[src/rtl/pipe_stage_buf_pkg.sv]
// rtl/pipe_stage_buf_pkg.sv - shared CPU pipeline constants (package cpu_pipe_pkg)
package cpu_pipe_pkg;

  localparam logic [1:0] ST_EMPTY = 2'd0;
  localparam logic [1:0] ST_ONE   = 2'd1;
  localparam logic [1:0] ST_TWO   = 2'd2;

  localparam int DATA_W_DEF = 64;
  localparam int SIDE_W_DEF = 38;

  // addi x0, x0, 0
  localparam logic [31:0] NOP_INST = 32'h00000013;

endpackage

[src/rtl/pipe_stage_buf_if.sv]
// rtl/pipe_stage_buf_if.sv - valid/ready payload handshake between pipeline stages
interface pipe_stage_buf_if #(
  parameter int DATA_W = cpu_pipe_pkg::DATA_W_DEF
);

  logic              in_valid;
  logic              in_ready;
  logic [DATA_W-1:0] in_data;
  logic              out_valid;
  logic              out_ready;
  logic [DATA_W-1:0] out_data;

  modport master (
    output in_valid, in_data, out_ready,
    input  in_ready, out_valid, out_data
  );

  modport slave (
    input  in_valid, in_data, out_ready,
    output in_ready, out_valid, out_data
  );

endinterface

[src/rtl/pipe_stage_buf_side.sv]
// rtl/pipe_stage_buf_side.sv - pipe_side_reg: free-running sideband register, cleared only by reset
module pipe_side_reg #(
  parameter int W = cpu_pipe_pkg::SIDE_W_DEF
) (
  input  logic         clk,
  input  logic         rst,
  input  logic [W-1:0] d,
  output logic [W-1:0] q
);

  always_ff @(posedge clk) begin
    if (!rst) q <= '0;
    else      q <= d;
  end

endmodule

[src/rtl/pipe_stage_buf.sv]
// rtl/pipe_stage_buf.sv - 2-entry skid pipeline buffer with stall-immune sideband
// Optional perf counters (stall_cnt, flush_cnt) under PIPE_STAGE_PERF_EN.
module pipe_stage_buf
  import cpu_pipe_pkg::*;
#(
  parameter int                DATA_W  = DATA_W_DEF,
  parameter int                SIDE_W  = SIDE_W_DEF,
  parameter logic [DATA_W-1:0] NOP_VAL = {DATA_W{1'b0}}
) (
  input  logic                 clk,
  input  logic                 rst,
  input  logic                 flush,
  pipe_stage_buf_if.slave      bus,
  input  logic [SIDE_W-1:0]    side_i,
  output logic [SIDE_W-1:0]    side_o,
  output logic [1:0]           occupancy
`ifdef PIPE_STAGE_PERF_EN
  ,
  output logic [31:0]          stall_cnt,
  output logic [15:0]          flush_cnt
`endif
);

  logic [1:0]        state_q;
  logic [DATA_W-1:0] main_q;
  logic [DATA_W-1:0] skid_q;
  logic              in_ready_q;
  logic              out_valid_q;
  logic              push;
  logic              pop;

  assign push = bus.in_valid & in_ready_q;
  assign pop  = out_valid_q & bus.out_ready;

  assign bus.in_ready  = in_ready_q;
  assign bus.out_valid = out_valid_q;
  assign bus.out_data  = main_q;
  assign occupancy     = state_q;

  // in_ready/out_valid are written alongside state so both stay registered copies of it
  always_ff @(posedge clk) begin
    if (!rst || flush) begin
      state_q     <= ST_EMPTY;
      main_q      <= NOP_VAL;
      skid_q      <= NOP_VAL;
      out_valid_q <= 1'b0;
      in_ready_q  <= 1'b1;
    end else begin
      case (state_q)
        ST_EMPTY: begin
          if (push) begin
            main_q      <= bus.in_data;
            state_q     <= ST_ONE;
            out_valid_q <= 1'b1;
          end
        end
        ST_ONE: begin
          if (push && pop) begin
            main_q <= bus.in_data;
          end else if (push) begin
            skid_q     <= bus.in_data;
            state_q    <= ST_TWO;
            in_ready_q <= 1'b0;
          end else if (pop) begin
            main_q      <= NOP_VAL;
            state_q     <= ST_EMPTY;
            out_valid_q <= 1'b0;
          end
        end
        ST_TWO: begin
          if (pop) begin
            main_q     <= skid_q;
            skid_q     <= NOP_VAL;
            state_q    <= ST_ONE;
            in_ready_q <= 1'b1;
          end
        end
        default: begin
          state_q     <= ST_EMPTY;
          main_q      <= NOP_VAL;
          skid_q      <= NOP_VAL;
          out_valid_q <= 1'b0;
          in_ready_q  <= 1'b1;
        end
      endcase
    end
  end

  pipe_side_reg #(.W(SIDE_W)) u_side (
    .clk (clk),
    .rst (rst),
    .d   (side_i),
    .q   (side_o)
  );

`ifdef PIPE_STAGE_PERF_EN
  always_ff @(posedge clk) begin
    if (!rst) begin
      stall_cnt <= '0;
      flush_cnt <= '0;
    end else begin
      if (out_valid_q && !bus.out_ready) stall_cnt <= stall_cnt + 32'd1;
      if (flush)                         flush_cnt <= flush_cnt + 16'd1;
    end
  end
`endif

endmodule

[src/flat_wrapper.sv]
// flat-port wrapper written by rule: the top's interface ports become plain ports
module pipe_stage_buf_flat import cpu_pipe_pkg::*;
#(
  parameter int                DATA_W  = DATA_W_DEF,
  parameter int                SIDE_W  = SIDE_W_DEF,
  parameter logic [DATA_W-1:0] NOP_VAL = {DATA_W{1'b0}}
)
  (clk, rst, flush, side_i, side_o, occupancy, bus_in_valid, bus_in_data, bus_out_ready, bus_in_ready, bus_out_valid, bus_out_data);
  pipe_stage_buf_if #(.DATA_W(DATA_W)) bus_i ();
  input  logic clk;
  input  logic rst;
  input  logic flush;
  input  logic [SIDE_W-1:0] side_i;
  output logic [SIDE_W-1:0] side_o;
  output logic [1:0] occupancy;
  input wire logic [$bits(bus_i.in_valid)-1:0] bus_in_valid;
  input wire logic [$bits(bus_i.in_data)-1:0] bus_in_data;
  input wire logic [$bits(bus_i.out_ready)-1:0] bus_out_ready;
  output wire logic [$bits(bus_i.in_ready)-1:0] bus_in_ready;
  output wire logic [$bits(bus_i.out_valid)-1:0] bus_out_valid;
  output wire logic [$bits(bus_i.out_data)-1:0] bus_out_data;
  assign bus_i.in_valid = bus_in_valid;
  assign bus_i.in_data = bus_in_data;
  assign bus_i.out_ready = bus_out_ready;
  assign bus_in_ready = bus_i.in_ready;
  assign bus_out_valid = bus_i.out_valid;
  assign bus_out_data = bus_i.out_data;
  pipe_stage_buf #(.DATA_W(DATA_W), .SIDE_W(SIDE_W), .NOP_VAL(NOP_VAL)) u_core (.clk(clk), .rst(rst), .flush(flush), .bus(bus_i), .side_i(side_i), .side_o(side_o), .occupancy(occupancy));
endmodule
[config.mk]
export PLATFORM = sky130hd
export DESIGN_NAME = pipe_stage_buf_flat
export DESIGN_NICKNAME = d
export VERILOG_FILES = /design/src/rtl/pipe_stage_buf_pkg.sv /design/src/rtl/pipe_stage_buf_if.sv /design/src/rtl/pipe_stage_buf_side.sv /design/src/rtl/pipe_stage_buf.sv /design/src/flat_wrapper.sv
export SDC_FILE = /design/constraint.sdc
export NUM_CORES = 1
export LEC_CHECK = 0
export CAP_MARGIN = 10
export CORE_ASPECT_RATIO = 2
export CORE_MARGIN = 2
export CORE_UTILIZATION = 40
export DETAILED_ROUTE_END_ITERATION = 16
export PLACE_DENSITY = 0.67
export SYNTH_ARGS = -nofsm -noshare
export SYNTH_HDL_FRONTEND = slang
export SYNTH_HIERARCHICAL = 1
export SYNTH_SLANG_ARGS = --single-unit
export TNS_END_PERCENT = 50
[constraint.sdc]
create_clock -name clk -period 4 [get_ports clk]
set_input_delay 0.6 -clock clk [delete_from_list [all_inputs] [get_ports clk]]
set_output_delay 0.6 -clock clk [all_outputs]
set_load 0.005 [all_outputs]
# Yosys cells after proc, flatten, opt, wreduce, memory -nomap -nowiden
# Index checks and enable logic that the tools add are counted.
[classes]
n_reduce_logical = 8
muxes = 23
bitwise = 4
eq_ne = 11
[op_table]
columns = ["cell", "count"]
rows = [
  ["2-to-1 mux 64 bit", 6],
  ["one-hot mux 64 bit (3 select lines)", 2],
  ["AND reduction 4 bit", 3],
  ["2-to-1 mux 2 bit", 5],
  ["inequality test 2 x 1 -> 1 bit, second input constant", 4],
  ["2-to-1 mux 1 bit", 7],
  ["inequality test 3 x 1 -> 1 bit, second input constant", 2],
  ["one-hot mux 1 bit (3 select lines)", 2],
  ["one-hot mux 2 bit (3 select lines)", 1],
  ["AND reduction 5 bit", 1],
  ["inequality test 2 bit, second input constant", 2],
  ["inequality test 3 bit, second input constant", 1],
  ["AND 1 bit", 2],
  ["== test 2 x 1 -> 1 bit, second input constant", 1],
  ["== test 2 bit, second input constant", 1],
  ["zero test 2 bit", 1],
  ["inverter 1 bit", 2],
  ["logical AND 1 bit", 1],
  ["zero test 1 bit", 1],
  ["logical OR 1 bit", 1],
]
[totals]
reg_bits = 170
in_bits = 107
out_inout_bits = 106

# Longest topological paths before layout
# Gate-level depths: netlist of run 1.
[logic_depth]
depth_word = 5
depth_mapped = 7

# Modules after synthesis
# Netlist of run 1, hierarchy kept.
[modules_own_cells]
columns = ["mod", "n_inst", "seq_area_each_um2", "cells_each", "area_each_um2"]
rows = [
  ["pipe_stage_buf", 1, 2642.5, 765, 6317.3],
  ["pipe_side_reg", 1, 760.7, 80, 1037.2],
]

# Worst setup path after synthesis of run 1
# OpenSTA, ideal clock, no wires.
[synth_path]
kind = "input to register"
start = "in bus_out_ready"
end = "reg u_core.skid_q[10]"
t_required_ps = 3930
setup_slack_ps = 2356
arrival_time_ps = 1574
cell_stages = 6
cell_sequence = "and2_1 buf_2 nor2_4 clkbuf_1 nand4_1 a21oi_1"
[synth_between]
elab_chain_cells = 4
elab_cells_between_ends = 5
[synth_lines]
columns = ["element", "line_no", "text"]
rows = [
  ["from (decl)", "flat_wrapper.sv:18", "input wire logic [$bits(bus_i.out_ready)-1:0] bus_out_ready;"],
  ["AND 1 bit (*)", "pipe_stage_buf.sv:33", "assign pop = out_valid_q & bus.out_ready;"],
  ["logical AND 1 bit", "pipe_stage_buf.sv:58", "if (push && pop) begin"],
  ["inequality test 2 bit (no line)", "-", ""],
  ["AND reduction 4 bit (no line) (*)", "-", ""],
  ["to (signal assigned)", "pipe_stage_buf.sv:61", "skid_q <= bus.in_data;"],
  ["to (decl)", "pipe_stage_buf.sv:26", "logic [DATA_W-1:0] skid_q;"],
]
# Every way passes the cells marked *; elsewhere a longest branch is shown, timed or not.
# A chain may end at the register's enable or synchronous reset.

# Worst setup path in the final report of run 1
[layout_path]
start = "reg u_core.state_q[0] (netlist: u_core/occupancy[0])"
end = "reg u_core.main_q[31] (netlist: u_core/bus.out_data[31])"
[layout_between]
elab_chain_cells = 3
elab_cells_between_ends = 9
[layout_lines]
columns = ["element", "line_no", "text"]
rows = [
  ["from (decl)", "pipe_stage_buf.sv:24", "logic [1:0] state_q;"],
  ["from (signal assigned)", "pipe_stage_buf.sv:43", "state_q <= ST_EMPTY;"],
  ["from (signal assigned)", "pipe_stage_buf.sv:53", "state_q <= ST_ONE;"],
  ["from (signal assigned)", "pipe_stage_buf.sv:62", "state_q <= ST_TWO;"],
  ["== test 2 x 1 -> 1 bit, or another cell as far along", "pipe_stage_buf.sv:49", "case (state_q)"],
  ["inequality test 3 bit (no line), or another cell as far along", "-", ""],
  ["AND reduction 4 bit (no line)", "-", ""],
  ["to (signal assigned)", "pipe_stage_buf.sv:52", "main_q <= bus.in_data;"],
  ["to (signal assigned)", "pipe_stage_buf.sv:59", "main_q <= bus.in_data;"],
  ["to (signal assigned)", "pipe_stage_buf.sv:72", "main_q <= skid_q;"],
  ["to (decl)", "pipe_stage_buf.sv:25", "logic [DATA_W-1:0] main_q;"],
]
# Several ways; a longest one is shown, not always the timed one.

==> results of run 1 <==
[power by group through the flow]
stage	clock, mW	sequential (mW)	combinational [mW]
floorplan	0	1.81	0.284
global placement	0	1.82	0.559
detailed placement	0	1.82	0.562
CTS	1.67	1.78	0.564
global route	1.74	1.78	0.613
finish	1.63	1.78	0.562
[final timing paths]
check | from | to | slack, ps | cells after the start
worst max-delay path | u_core/occupancy[0] | u_core/bus.out_data[31] | 1260 | 5
worst min-delay path | u_core/skid_q[51] | u_core/skid_q[51] | 470 | 2
worst max register to register | u_core/occupancy[0] | u_core/bus.out_data[31] | 1260 | 5
worst min register to register | u_core/skid_q[51] | u_core/skid_q[51] | 470 | 2
[cell type report]
type | count | area, um^2 | area share [%]
Antenna cell | 2 | 5.00 | 0.0498
Clock buffer | 19 | 453 | 4.50
Clock inverter | 13 | 129 | 1.28
Inverter | 1 | 3.75 | 0.0373
Multi-Input combinational cell | 580 | 3520 | 35.0
Sequential cell | 170 | 3410 | 33.9
Tap cell | 216 | 270 | 2.69
Timing Repair Buffer | 226 | 2260 | 22.5
[logic make-up (layout without fill, tap and decap cells)]
kind of cell           count (synthesis)  in the layout  synth area share, %
AO/OA/AOI/OAI                        267            267                 22.1
AND/OR/NAND/NOR                      248            248                 16.6
flip-flops                           170            170                 46.3
buffers and inverters                 95            259                 6.11
multiplexers                          64             64                 8.71
XOR/XNOR                               1              1                0.221
other                                  0              2                    0
[flip-flops by register name, summed over array words and instances (netlist names)]
name and flops:
u_core/bus.in_ready 1, u_core/bus.out_data 64, u_core/bus.out_valid 1, u_core/occupancy 2
u_core/skid_q 64, u_core/u_side/q 38
[metal layers]
layer / part of all wire (%) / routed length, um / GRT usage, %
met1: 38 / 8480 / 25.7
met2: 53 / 11800 / 39.7
met3: 6.4 / 1420 / 6.13
met4: 2.7 / 611 / 9.59
met5: 0 / 0 / 0
[metrics by stage]
step           power [mW]  hold WS [ps]
6_report             3.97           472
5_1_grt              4.14           496
4_1_cts              4.01           474
3_5_place_dp         2.38           464
3_3_place_gp         2.37           456
2_1_floorplan        2.09           449
[worst register-to-register path, stage by stage, from the launching register on]
cell and delay [ps]:
dfxtp_4 870, xnor2_2 220, o2bb2ai_4 890, buf_4 440, a22oi_1 140, nor2_1 130
[synth_stat cells]
library cell,count
a21oi_1,67
dfxtp_1,170
and3_1,1
nand2_1,66
buf_6,3
a22oi_1,64
o22ai_4,1
nand4b_1,1
xnor2_2,1
and2_1,39
clkbuf_2,1
nor3_1,1
nand2b_1,2
clkbuf_1,49
nand3_1,1
buf_2,34
o21bai_1,1
nor2_4,1
mux2i_1,64
buf_4,7
o22ai_1,65
nor2_2,1
nand2_2,1
nor2_1,69
o2bb2ai_4,1
or2_1,1
inv_1,1
nand4_1,64
a31oi_1,1
a31oi_2,1
o21ai_0,66
==> impl_metrics.toml, run 1 <==
[worst_setup_path]
crit_chain = "xnor2_2, o2bb2ai_4, buf_4, a22oi_1, nor2_1"
path_class = "reg -> reg"
cp.required_ps = 4350
cp_slowest_cell = "o2bb2ai_4"
start_kind = "flip-flop"
critPathArrivalTime_ps = 3100
critical_path.max_fanout = 72
end_kind = "flip-flop"
worst-path-buf-inv = 1
path_delay_family = "compound AO/OA/AOI/OAI gates"
critPathMaxStageDelay_ps = 890

[power_and_ir_drop]
power.density_nw_per_um2 = 395
p_seq_share_pct = 44.8
power.net_switching_mw = 1.05
intPower_mw = 2.92
switching_share_pct = 26.4
leakage_nw = 3.37
comb_power_share_pct = 14.2
power.share.clock_pct = 41.1
ir_drop_v = 0.000290

[route]
final_antenna_net_count = 0
drc_errors = 0
firstDrtPassIters = 5
drtIter0Drc = 545
vias_per_cell = 5.62
postRouteWirelength_um = 22300
dr_total_vias = 6898
wl_per_cell_um = 18.1

[floorplan]
coreArea_um2 = 18100
die_y_um = 196
die-area_um2 = 19600
num_rows = 70
start_util_pct = 40.6
ios = 213
chipWidth_um = 99.9

[synth]
ys.warnings.count = 6
avgSynthCellArea_um2 = 8.70
synthTopCellsByArea = "dfxtp_1, mux2i_1, a22oi_1"
syn-num-nets = 952
synth_area_um2 = 7350
synth_top_area_cell = "dfxtp_1"
ys_types = 31
synth-seq-cells = 170
ys_seq_area_share_pct = 46.3
netlist_instances = 845
synth_top_area_share_pct = 46.3

[timing]
relSlewSlack_pct = 27.1
setup_viol = 0
timing.fmax_mhz = 364
period_share_pct = 68.6
fin_ws_ps = 1260
finalHoldViolations = 0
worst_slew_pin_slew_ps = 1090
rsz0062_at_grt = "false"
fin_skew_ps = 7.66
setup-tns-final_ps = 0
slew_viol_final = 0
min_period_ps = 2740

[placed_design]
place.gp.congestion = 0.784
hpwl_um = 14300
numPortBuffers = 212
preCtsSetupSlack_ps = 984
dp.cells = 1193
placed_cell_area_um2 = 9470

[layout]
drive_gt1_share_pct = 5.75
fin_cells = 1227
layout_common_cells = "clkdlybuf4s50_1, dfxtp_1, nor2_1"
nFillCells = 1649
nets = 1103
final_core_util_pct = 55.5
finalInstanceArea_um2 = 10100
syn2layout_area_growth_pct = 36.7
final_common_cell = "clkdlybuf4s50_1"

[hold_path]
hold_path_class = "reg -> reg"

[cts]
htree_levels = 4
ctsHoldBuffers = 0
clock_latency_ps = 430
postCtsSetupRepairBufs = 0
postCtsResizedCells = 0
cts_buffer_depth = 2
clock-root-buffer = "clkbuf_16"
cts.sinks = 170
cts_tree = "built"
numCtsBuffers = 17
clk_transition_reported_paths_ps = 70

[status]
status = "finished, final reports clean"

[global_routing]
grt_overflow = 0
grt_pass1_vias = 6739
grt_max_degree = 78
track_usage_pct = 22.7
antenna_found_initial = 2
grt_pass1_wl_um = 35300

[flow_run]
drv_cap = 0
(Power assumes the default switching activity.)
==> inputs of run 2 (changes only) <==
==> constraint.sdc (replaced) <==
create_clock -name clk -period 2.8 [get_ports clk]
set_input_delay 0.42 -clock clk [delete_from_list [all_inputs] [get_ports clk]]
set_output_delay 0.42 -clock clk [all_outputs]
set_load 0.005 [all_outputs]
==> impl_metrics.toml, run 2 (synthesis gave the netlist of run 1 again) <==
[layout]
layout_common_cells = "clkdlybuf4s50_1, dfxtp_1, nor2_1"
nFillCells = 1669
regArea_um2 = 3410
finalInstanceArea_um2 = 10100
syn2layout_area_growth_pct = 36.9
nets = 1113
drive_gt1_share_pct = 6.48
multiInputGateArea_um2 = 3520
final_common_cell = "clkdlybuf4s50_1"
diodes = 0

[timing]
finalHoldViolations = 0
slew_viol_final = 0
timing.fmax_mhz = 431
min_period_ps = 2320
rsz0062_at_grt = "false"
period_share_pct = 82.9
worst_slew_pin_slew_ps = 801
fin_skew_ps = 6.56
setup-tns-final_ps = 0
setup_viol = 0
relSlewSlack_pct = 46.5

[hold_path]
hold_path_class = "reg -> reg"
worst_hold_path.num_cells = 2
min_from = "u_core/skid_q[55]"
hold-path-endpoint = "u_core/skid_q[55]"

[route]
vias_per_cell = 5.69
drc_errors = 0
firstDrtPassIters = 5
final_antenna_net_count = 0
dr_total_vias = 7024
wl_per_cell_um = 17.8
drtIter0Drc = 488
postRouteWirelength_um = 22000

[floorplan]
die_y_um = 196
coreArea_um2 = 18100
num_rows = 70
die-area_um2 = 19600
chipWidth_um = 99.9
start_util_pct = 40.6
ios = 213

[power_and_ir_drop]
power.density_nw_per_um2 = 548
ir_drop_v = 0.000459
leakage_nw = 3.40

[cts]
htree_levels = 4
cts_buffer_depth = 2
clock-root-buffer = "clkbuf_16"
numCtsBuffers = 17
ctsHoldBuffers = 0
cts_tree = "built"
cts.sinks = 170
postCtsResizedCells = 0
clock_latency_ps = 420
postCtsSetupRepairBufs = 0
clk_transition_reported_paths_ps = 70

[worst_setup_path]
r2r_end = "u_core/bus.out_data[13]"
r2r_setup_slack_ps = 600
end_kind = "output port"
cp.required_ps = 2380
critical_path.max_fanout = 18
critPathArrivalTime_ps = 1900
start_kind = "flip-flop"
reg2reg_depth = 5
path_class = "reg -> out"
rr_startpoint = "u_core/occupancy[0]"

[global_routing]
antenna_found_initial = 0
grt_overflow = 0
track_usage_pct = 22.1
grt_max_degree = 67
grt_pass1_vias = 6681
grt_pass1_wl_um = 34800

[placed_design]
hpwl_um = 14400
numPortBuffers = 212
place.gp.congestion = 0.768
placed_cell_area_um2 = 9530

[status]
status = "finished, final reports clean"

[flow_run]
drv_cap = 0
-- run 2: layout make-up --
| cell class | count | share of cell area [%] |
|---|---|---|
| multi-input cells | 580 | 35.0 |
| flip-flops and latches | 170 | 33.9 |
| repair buffers | 236 | 23.1 |
| clock buffers | 20 | 4.44 |
| well taps | 216 | 2.68 |
| clock inverters | 12 | 0.895 |
| inverters | 1 | 0.0373 |
-- run 2: worst max path at each step --
stage | from | to | slack, ps
finish | u_core/occupancy[1] | occupancy[1] | 480
global route | u_core/occupancy[1] | occupancy[1] | 410
CTS | u_core/occupancy[1] | occupancy[1] | 450
detailed placement | bus_out_ready | u_core/skid_q[16] | 420
global placement | bus_in_valid | u_core/bus.out_data[41] | 470
floorplan | u_core/occupancy[1] | u_core/bus.out_data[30] | 1300
-- run 2: worst max-delay path, cell delays in order, from the launching register on --
cell	delay [ps]
dfxtp_4	540
buf_4	370
clkdlybuf4s50_1	570
-- run 2: power by group --
group	internal, mW	switching (mW)
Combinational	0.399	0.417
Sequential	2.49	0.0448
Clock	1.17	0.997
Total	4.06	1.46
-- run 2: through the flow --
stage	setup WS (ps)	hold slack, ps	total power [mW]	util, %	cells
final	478	476	5.52	55.5	1235
after CTS	454	476	5.57	55.5	1235
after global placement	466	455	3.40	52.6	1203
after floorplan	1300	449	2.99	-	845
after detailed placement	421	467	3.40	52.6	1203
after global routing	413	492	5.75	55.5	1235
-- run 2: layer usage --
| layer | vias to the layer above | GRT usage [%] | part of all wire (%) |
|---|---|---|---|
| li1 | 3392 | - | - |
| met1 | 3345 | 24.9 | 38 |
| met2 | 269 | 40.4 | 54 |
| met3 | 18 | 5.42 | 6.7 |
| met4 | 0 | 7.00 | 1.7 |
| met5 | - | 0 | 0 |
